**config.mk**
```make
export PLATFORM = sky130hd
export DESIGN_NAME = energy_slot_controller
export DESIGN_NICKNAME = d
export VERILOG_FILES = /design/src/rtl/energy_slot_controller.sv
export SDC_FILE = /design/constraint.sdc
export NUM_CORES = 1
export LEC_CHECK = 0
export ABC_AREA = 0
export CAP_MARGIN = 20
export CORE_ASPECT_RATIO = 1.75
export CORE_MARGIN = 3
export CORE_UTILIZATION = 35
export DETAILED_ROUTE_END_ITERATION = 6
export PLACE_DENSITY = 0.65
export SETUP_SLACK_MARGIN = 0.15
export SYNTH_ARGS = -nofsm -noshare
export SYNTH_HDL_FRONTEND = slang
export SYNTH_SLANG_ARGS = --single-unit
```
**constraint.sdc**
```tcl
create_clock -name clk -period 3.5 [get_ports clk]
set_input_delay 0.7 -clock clk [delete_from_list [all_inputs] [get_ports clk]]
set_output_delay 0.7 -clock clk [all_outputs]
set_load 0.03 [all_outputs]
```
**src/rtl/energy_slot_controller.sv**
```systemverilog
// Node-level sequencer for the reward/route-update block: charges radio
// energy, hands received packets to the reward block and grants transmits
// only at the start of the node's own TDMA timeslot.
module energy_slot_controller #(
    parameter int unsigned SLOT_CYCLES  = 16,
    parameter int unsigned NUM_SLOTS    = 32,
    parameter logic [15:0] INIT_ENERGY  = 16'h8000,
    parameter logic [15:0] LOW_E_THRESH = 16'h1000,
    parameter int unsigned TIMEOUT      = 64
) (
    input  logic        clk,
    input  logic        nrst,
    input  logic        pktValid,
    input  logic        iHaveData,
    input  logic [5:0]  mySlot,
    input  logic [2:0]  txHops,
    input  logic        rewardDone,
    input  logic        rewardTx,
    output logic        rewardEn,
    output logic        okToSend,
    output logic [15:0] myEnergy,
    output logic        low_E,
    output logic [5:0]  curSlot,
    output logic        busy,
    output logic [7:0]  dropCount,
    output logic        timeoutErr
);

    localparam int unsigned CYC_W   = (SLOT_CYCLES > 1) ? $clog2(SLOT_CYCLES) : 1;
    localparam int unsigned TO_W    = $clog2(TIMEOUT + 1);
    localparam logic [15:0] RX_COST = 16'h0004;

    typedef enum logic [1:0] {
        IDLE      = 2'd0,
        WAIT_DONE = 2'd1,
        WAIT_SLOT = 2'd2,
        SEND      = 2'd3
    } state_t;

    state_t            state_q, state_d;
    logic [CYC_W-1:0]  cyc_cnt;
    logic [TO_W-1:0]   wait_q, wait_d;
    logic              slot_start;
    logic              dead;
    logic              rx_chg, tx_chg, drop_inc;
    logic              ren_d, ok_d, terr_d;
    logic [15:0]       tx_cost;
    logic [16:0]       charge_total;
    logic [15:0]       energy_d;

    assign slot_start = (cyc_cnt == '0);
    assign dead       = (myEnergy == 16'h0000);

    // Free-running slot timer: cycle-in-slot counter and slot index
    always_ff @(posedge clk or negedge nrst) begin
        if (!nrst) begin
            cyc_cnt <= '0;
            curSlot <= '0;
        end else if (cyc_cnt == CYC_W'(SLOT_CYCLES - 1)) begin
            cyc_cnt <= '0;
            curSlot <= (curSlot == 6'(NUM_SLOTS - 1)) ? 6'd0 : curSlot + 6'd1;
        end else begin
            cyc_cnt <= cyc_cnt + CYC_W'(1);
        end
    end

    // FSM state and completion-wait counter
    always_ff @(posedge clk or negedge nrst) begin
        if (!nrst) begin
            state_q <= IDLE;
            wait_q  <= '0;
        end else begin
            state_q <= state_d;
            wait_q  <= wait_d;
        end
    end

    // Next state, pulse requests and energy-charge requests
    always_comb begin
        state_d  = state_q;
        wait_d   = wait_q;
        ren_d    = 1'b0;
        ok_d     = 1'b0;
        terr_d   = 1'b0;
        rx_chg   = 1'b0;
        tx_chg   = 1'b0;
        drop_inc = 1'b0;
        if (dead) begin
            // An exhausted node abandons any work and stays silent
            state_d = IDLE;
        end else begin
            if ((state_q != IDLE) && pktValid) begin
                rx_chg   = 1'b1;
                drop_inc = 1'b1;
            end
            case (state_q)
                IDLE: begin
                    if (pktValid) begin
                        rx_chg  = 1'b1;
                        ren_d   = 1'b1;
                        wait_d  = '0;
                        state_d = WAIT_DONE;
                    end else if (iHaveData) begin
                        state_d = WAIT_SLOT;
                    end
                end
                WAIT_DONE: begin
                    if (rewardDone) begin
                        state_d = rewardTx ? WAIT_SLOT : IDLE;
                    end else if (wait_q == TO_W'(TIMEOUT - 1)) begin
                        terr_d  = 1'b1;
                        state_d = IDLE;
                    end else begin
                        wait_d = wait_q + TO_W'(1);
                    end
                end
                WAIT_SLOT: begin
                    if ({1'b0, mySlot} >= 7'(NUM_SLOTS)) begin
                        terr_d  = 1'b1;
                        state_d = IDLE;
                    end else if (slot_start && (curSlot == mySlot)) begin
                        ok_d    = 1'b1;
                        state_d = SEND;
                    end
                end
                SEND: begin
                    tx_chg  = 1'b1;
                    state_d = IDLE;
                end
                default: state_d = IDLE;
            endcase
        end
    end

    // Hop-dependent transmit cost; unknown hop counts pay the farthest rate
    always_comb begin
        case (txHops)
            3'd1:    tx_cost = 16'h0005;
            3'd2:    tx_cost = 16'h0009;
            3'd3:    tx_cost = 16'h0011;
            default: tx_cost = 16'h001b;
        endcase
    end

    assign charge_total = 17'(rx_chg ? RX_COST : 16'h0000) + 17'(tx_chg ? tx_cost : 16'h0000);
    assign energy_d     = ({1'b0, myEnergy} > charge_total) ? (myEnergy - charge_total[15:0]) : 16'h0000;

    // Registered outputs: energy bookkeeping, pulses, busy and drop counter
    always_ff @(posedge clk or negedge nrst) begin
        if (!nrst) begin
            myEnergy   <= INIT_ENERGY;
            low_E      <= (INIT_ENERGY < LOW_E_THRESH);
            rewardEn   <= 1'b0;
            okToSend   <= 1'b0;
            timeoutErr <= 1'b0;
            busy       <= 1'b0;
            dropCount  <= 8'h00;
        end else begin
            myEnergy   <= energy_d;
            low_E      <= (energy_d < LOW_E_THRESH);
            rewardEn   <= ren_d;
            okToSend   <= ok_d;
            timeoutErr <= terr_d;
            busy       <= (state_d != IDLE);
            if (drop_inc && (dropCount != 8'hFF)) begin
                dropCount <= dropCount + 8'h01;
            end
        end
    end

endmodule

```
==> flow_summary_export.csv <==
group,metric,value,unit
run_status,status,"finished, final reports clean",
routing,via_count,2102,
layout,fin_area,3560,um2
setup_path,crit_fanout,4,
cts,clkSlewWorstSetupHoldPaths,60,ps
floorplan,core,7230,um2
global_route,grt_pass1_vias,2192,
synth,synth_area,2620,um2
layout,num-nets-final,359,
floorplan,rows,41,
synth,synth_most_common_cell,"dfrtp_1",
cts,root_buffer,"clkbuf_16",
global_route,grt_use_total,15.6,%
setup_path,path_class,"flip-flop to flip-flop",
synth,synthTopCellsByArea,"dfrtp_1 45%, ha_1 8.1%, xnor2_1 6.7%, xor2_1 5.7%, nor2_1 4.3%",
synth,postSynthCellCount,258,
placed_design,hpwlAfterDp,4.83,mm
floorplan,die_y,121,um
sta,final.setup.worst_slack,118,ps
sta,rsz0062_at_grt,"true",
sta,worst_clock_skew,3.47,ps
synth,synthDistinctLibCells,46,
synth,ys_ff_latch,48,
power,power.leakage,1.55,nW
setup_path,rr_worst_depth,14,
layout,num_antenna_cells,0,
floorplan,dieArea,8610,um2
cts,htreeDepth,2,
layout,syn2layout_area_growth,35.7,%
routing,first_pass_iters,4,
floorplan,io_pins,50,
synth,synth_common_cells,"47 x dfrtp_1, 30 x nor2_1, 20 x xnor2_1",
sta,hold_viol,0,
synth,async_reset_ff_share,100,%
placed_design,placed_cell_area,3340,um2
synth,ys_seq_area_share,45.8,%
cts,clk_latency,290,ps
placed_design,pre_cts_slack,40.4,ps
setup_path,critPathCaptureType,"flip-flop",
cts,cts_buffers,5,
placed_design,placed_cells,403,
setup_path,cp-start-kind,"flip-flop",
worst_hold_path,hold_class,"primary input to async pin",
placed_design,place_congestion,0.923,
synth,synth_flop_cell,"dfrtp_1",
sta,fmax,296,MHz
sta,setup_viol,0,
synth,yosys_warnings,0,
sta,fin_setup_tns,0,ps
sta,worst_hold_slack,353,ps
power,total_power,2.80,mW
sta,timing.final.crit_share,96.6,%
cts,tritoncts,"built",
global_route,grt_busiest_layer,"met2",
synth,syn-num-nets,291,
run,max_cap_violations,0,
setup_path,arrival,3600,ps
synth,netlist.area_leader.share,44.8,%
synth,synth_top_area_cell,"dfrtp_1",
synth,synth-edff-count,0,
global_route,grt_antenna_before_repair,0,
global_route,grt_remaining_overflow,0,
layout,fin_util,49.2,%
floorplan,start_util,36.3,%
layout,layout-drive-gt1-share,15.9,%
routing,via_per_inst,5.09,
routing,routed_wl,6.25,mm
global_route,grt_max_degree,21,
placed_design,place.port_buffers,49,
routing,drt_iter0_drc,100,
synth,syn-mean-instance-area,10.2,um2
sta,maxSlewViolCount,0,
setup_path,critical_path_required,3720,ps
global_route,grt_use_met1,18.0,%
floorplan,die_w,71.4,um
power,cellPowerDensity,786,nW/um2
global_route,grt_first_pass_wirelength,10.6,mm
routing,routedWlPerCell,15.1,um
cts,cts_buffer_depth,2,
cts,cts.sinks,48,
layout,fin_cells,413,
sta,tightest_slew,494,ps
layout,fillers,694,
sta,maxSlewHeadroom,67.0,%
power,vdd_drop_max,0.449,mV
routing,drtAntennaViolNets,0,
routing,drc_errors,0,
global_route,met3_usage,2.83,%
global_route,met2_usage,27.8,%
sta,layout_min_cycle_time,3380,ps
-- path summary, 6_finish.rpt --
check	from	end	slack, ps
max	myEnergy[7]	low_E	120
min	nrst	wait_q[0]	350
max reg2reg	myEnergy[7]	low_E	120
min reg2reg	cyc_cnt[0]	cyc_cnt[0]	490
max in group asynchronous	nrst	myEnergy[15]	2470
min in group clk	cyc_cnt[0]	cyc_cnt[0]	490
-- cell usage in the layout, fill, tap and decap left out, types with 6 or more instances in the layout --
cell type | synthesis | final
nand3_1 | 8 | 7
nand2_1 | 16 | 14
xnor2_1 | 20 | 20
inv_1 | 15 | 15
ha_1 | 17 | 15
dfrtp_1 | 47 | 41
a21oi_1 | 10 | 9
xor2_1 | 17 | 17
buf_4 | 1 | 13
dfrtp_2 | 0 | 6
nor2_1 | 30 | 29
o21ai_0 | 8 | 8
and3_1 | 10 | 10
nand4_1 | 7 | 7
clkdlybuf4s50_1 | 0 | 48
-- power by group --
part	internal [mW]	total [mW]	switching [mW]
Combinational	0.605	1.39	0.783
Clock	0.336	0.536	0.200
Sequential	0.711	0.874	0.163
-- logic make-up (layout without fill, tap and decap cells) --
kind of cell | Yosys count | in the layout | synth area share [%]
AND/OR/NAND/NOR | 101 | 101 | 20.7
flip-flops | 48 | 48 | 45.8
XOR/XNOR | 37 | 37 | 12.4
AO/OA/AOI/OAI | 34 | 34 | 8.25
adder cells (fa/ha/maj) | 18 | 18 | 8.87
buffers and inverters | 18 | 87 | 3.01
multiplexers | 2 | 2 | 1.00
-- per-layer routing --
metal | part of all wire [%] | up-vias | wire length, um
li1 | - | 1028 | -
met1 | 39 | 1021 | 2450
met2 | 55 | 44 | 3450
met3 | 3.2 | 9 | 201
met4 | 2.3 | 0 | 143
met5 | 0 | - | 0
-- flip-flops by register name, indices dropped and copies added (netlist names) --
| signal | flops |
|---|---|
| okToSend | 1 |
| curSlot | 6 |
| myEnergy | 16 |
| wait_q | 7 |
| low_E | 1 |
| timeoutErr | 1 |
| dropCount | 8 |
| busy | 1 |
| cyc_cnt | 4 |
| state_q | 2 |
| rewardEn | 1 |
-- worst max-delay path, stage by stage, from the launching register on --
cell,delay [ps]
dfrtp_2,400
or4_4,580
nor4_4,260
nand2_2,110
nand2_2,90
nor4b_1,50
ha_2,200
ha_4,160
xor2_1,150
ha_1,310
a21o_1,230
a21oi_2,180
nand2_2,120
o41a_1,360
nor2_1,120
-- cell type report --
cell class	count	area, um2	area share [%]
multi-input cells	192	1420	39.8
flip-flops and latches	48	1210	34.0
repair buffers	64	606	17.0
clock buffers	6	129	3.62
well taps	86	108	3.02
inverters	15	56.3	1.58
clock inverters	2	35.0	0.984
-- timing repair --
item | 4_1_cts | 5_1_grt
pin swaps | 0 | 4
setup buffers | 0 | 2
hold buffers | 0 | 0
setup endpoints to repair | 17 | 17
resized for setup | 1 | 7
Power figures use the tool's default switching activity.
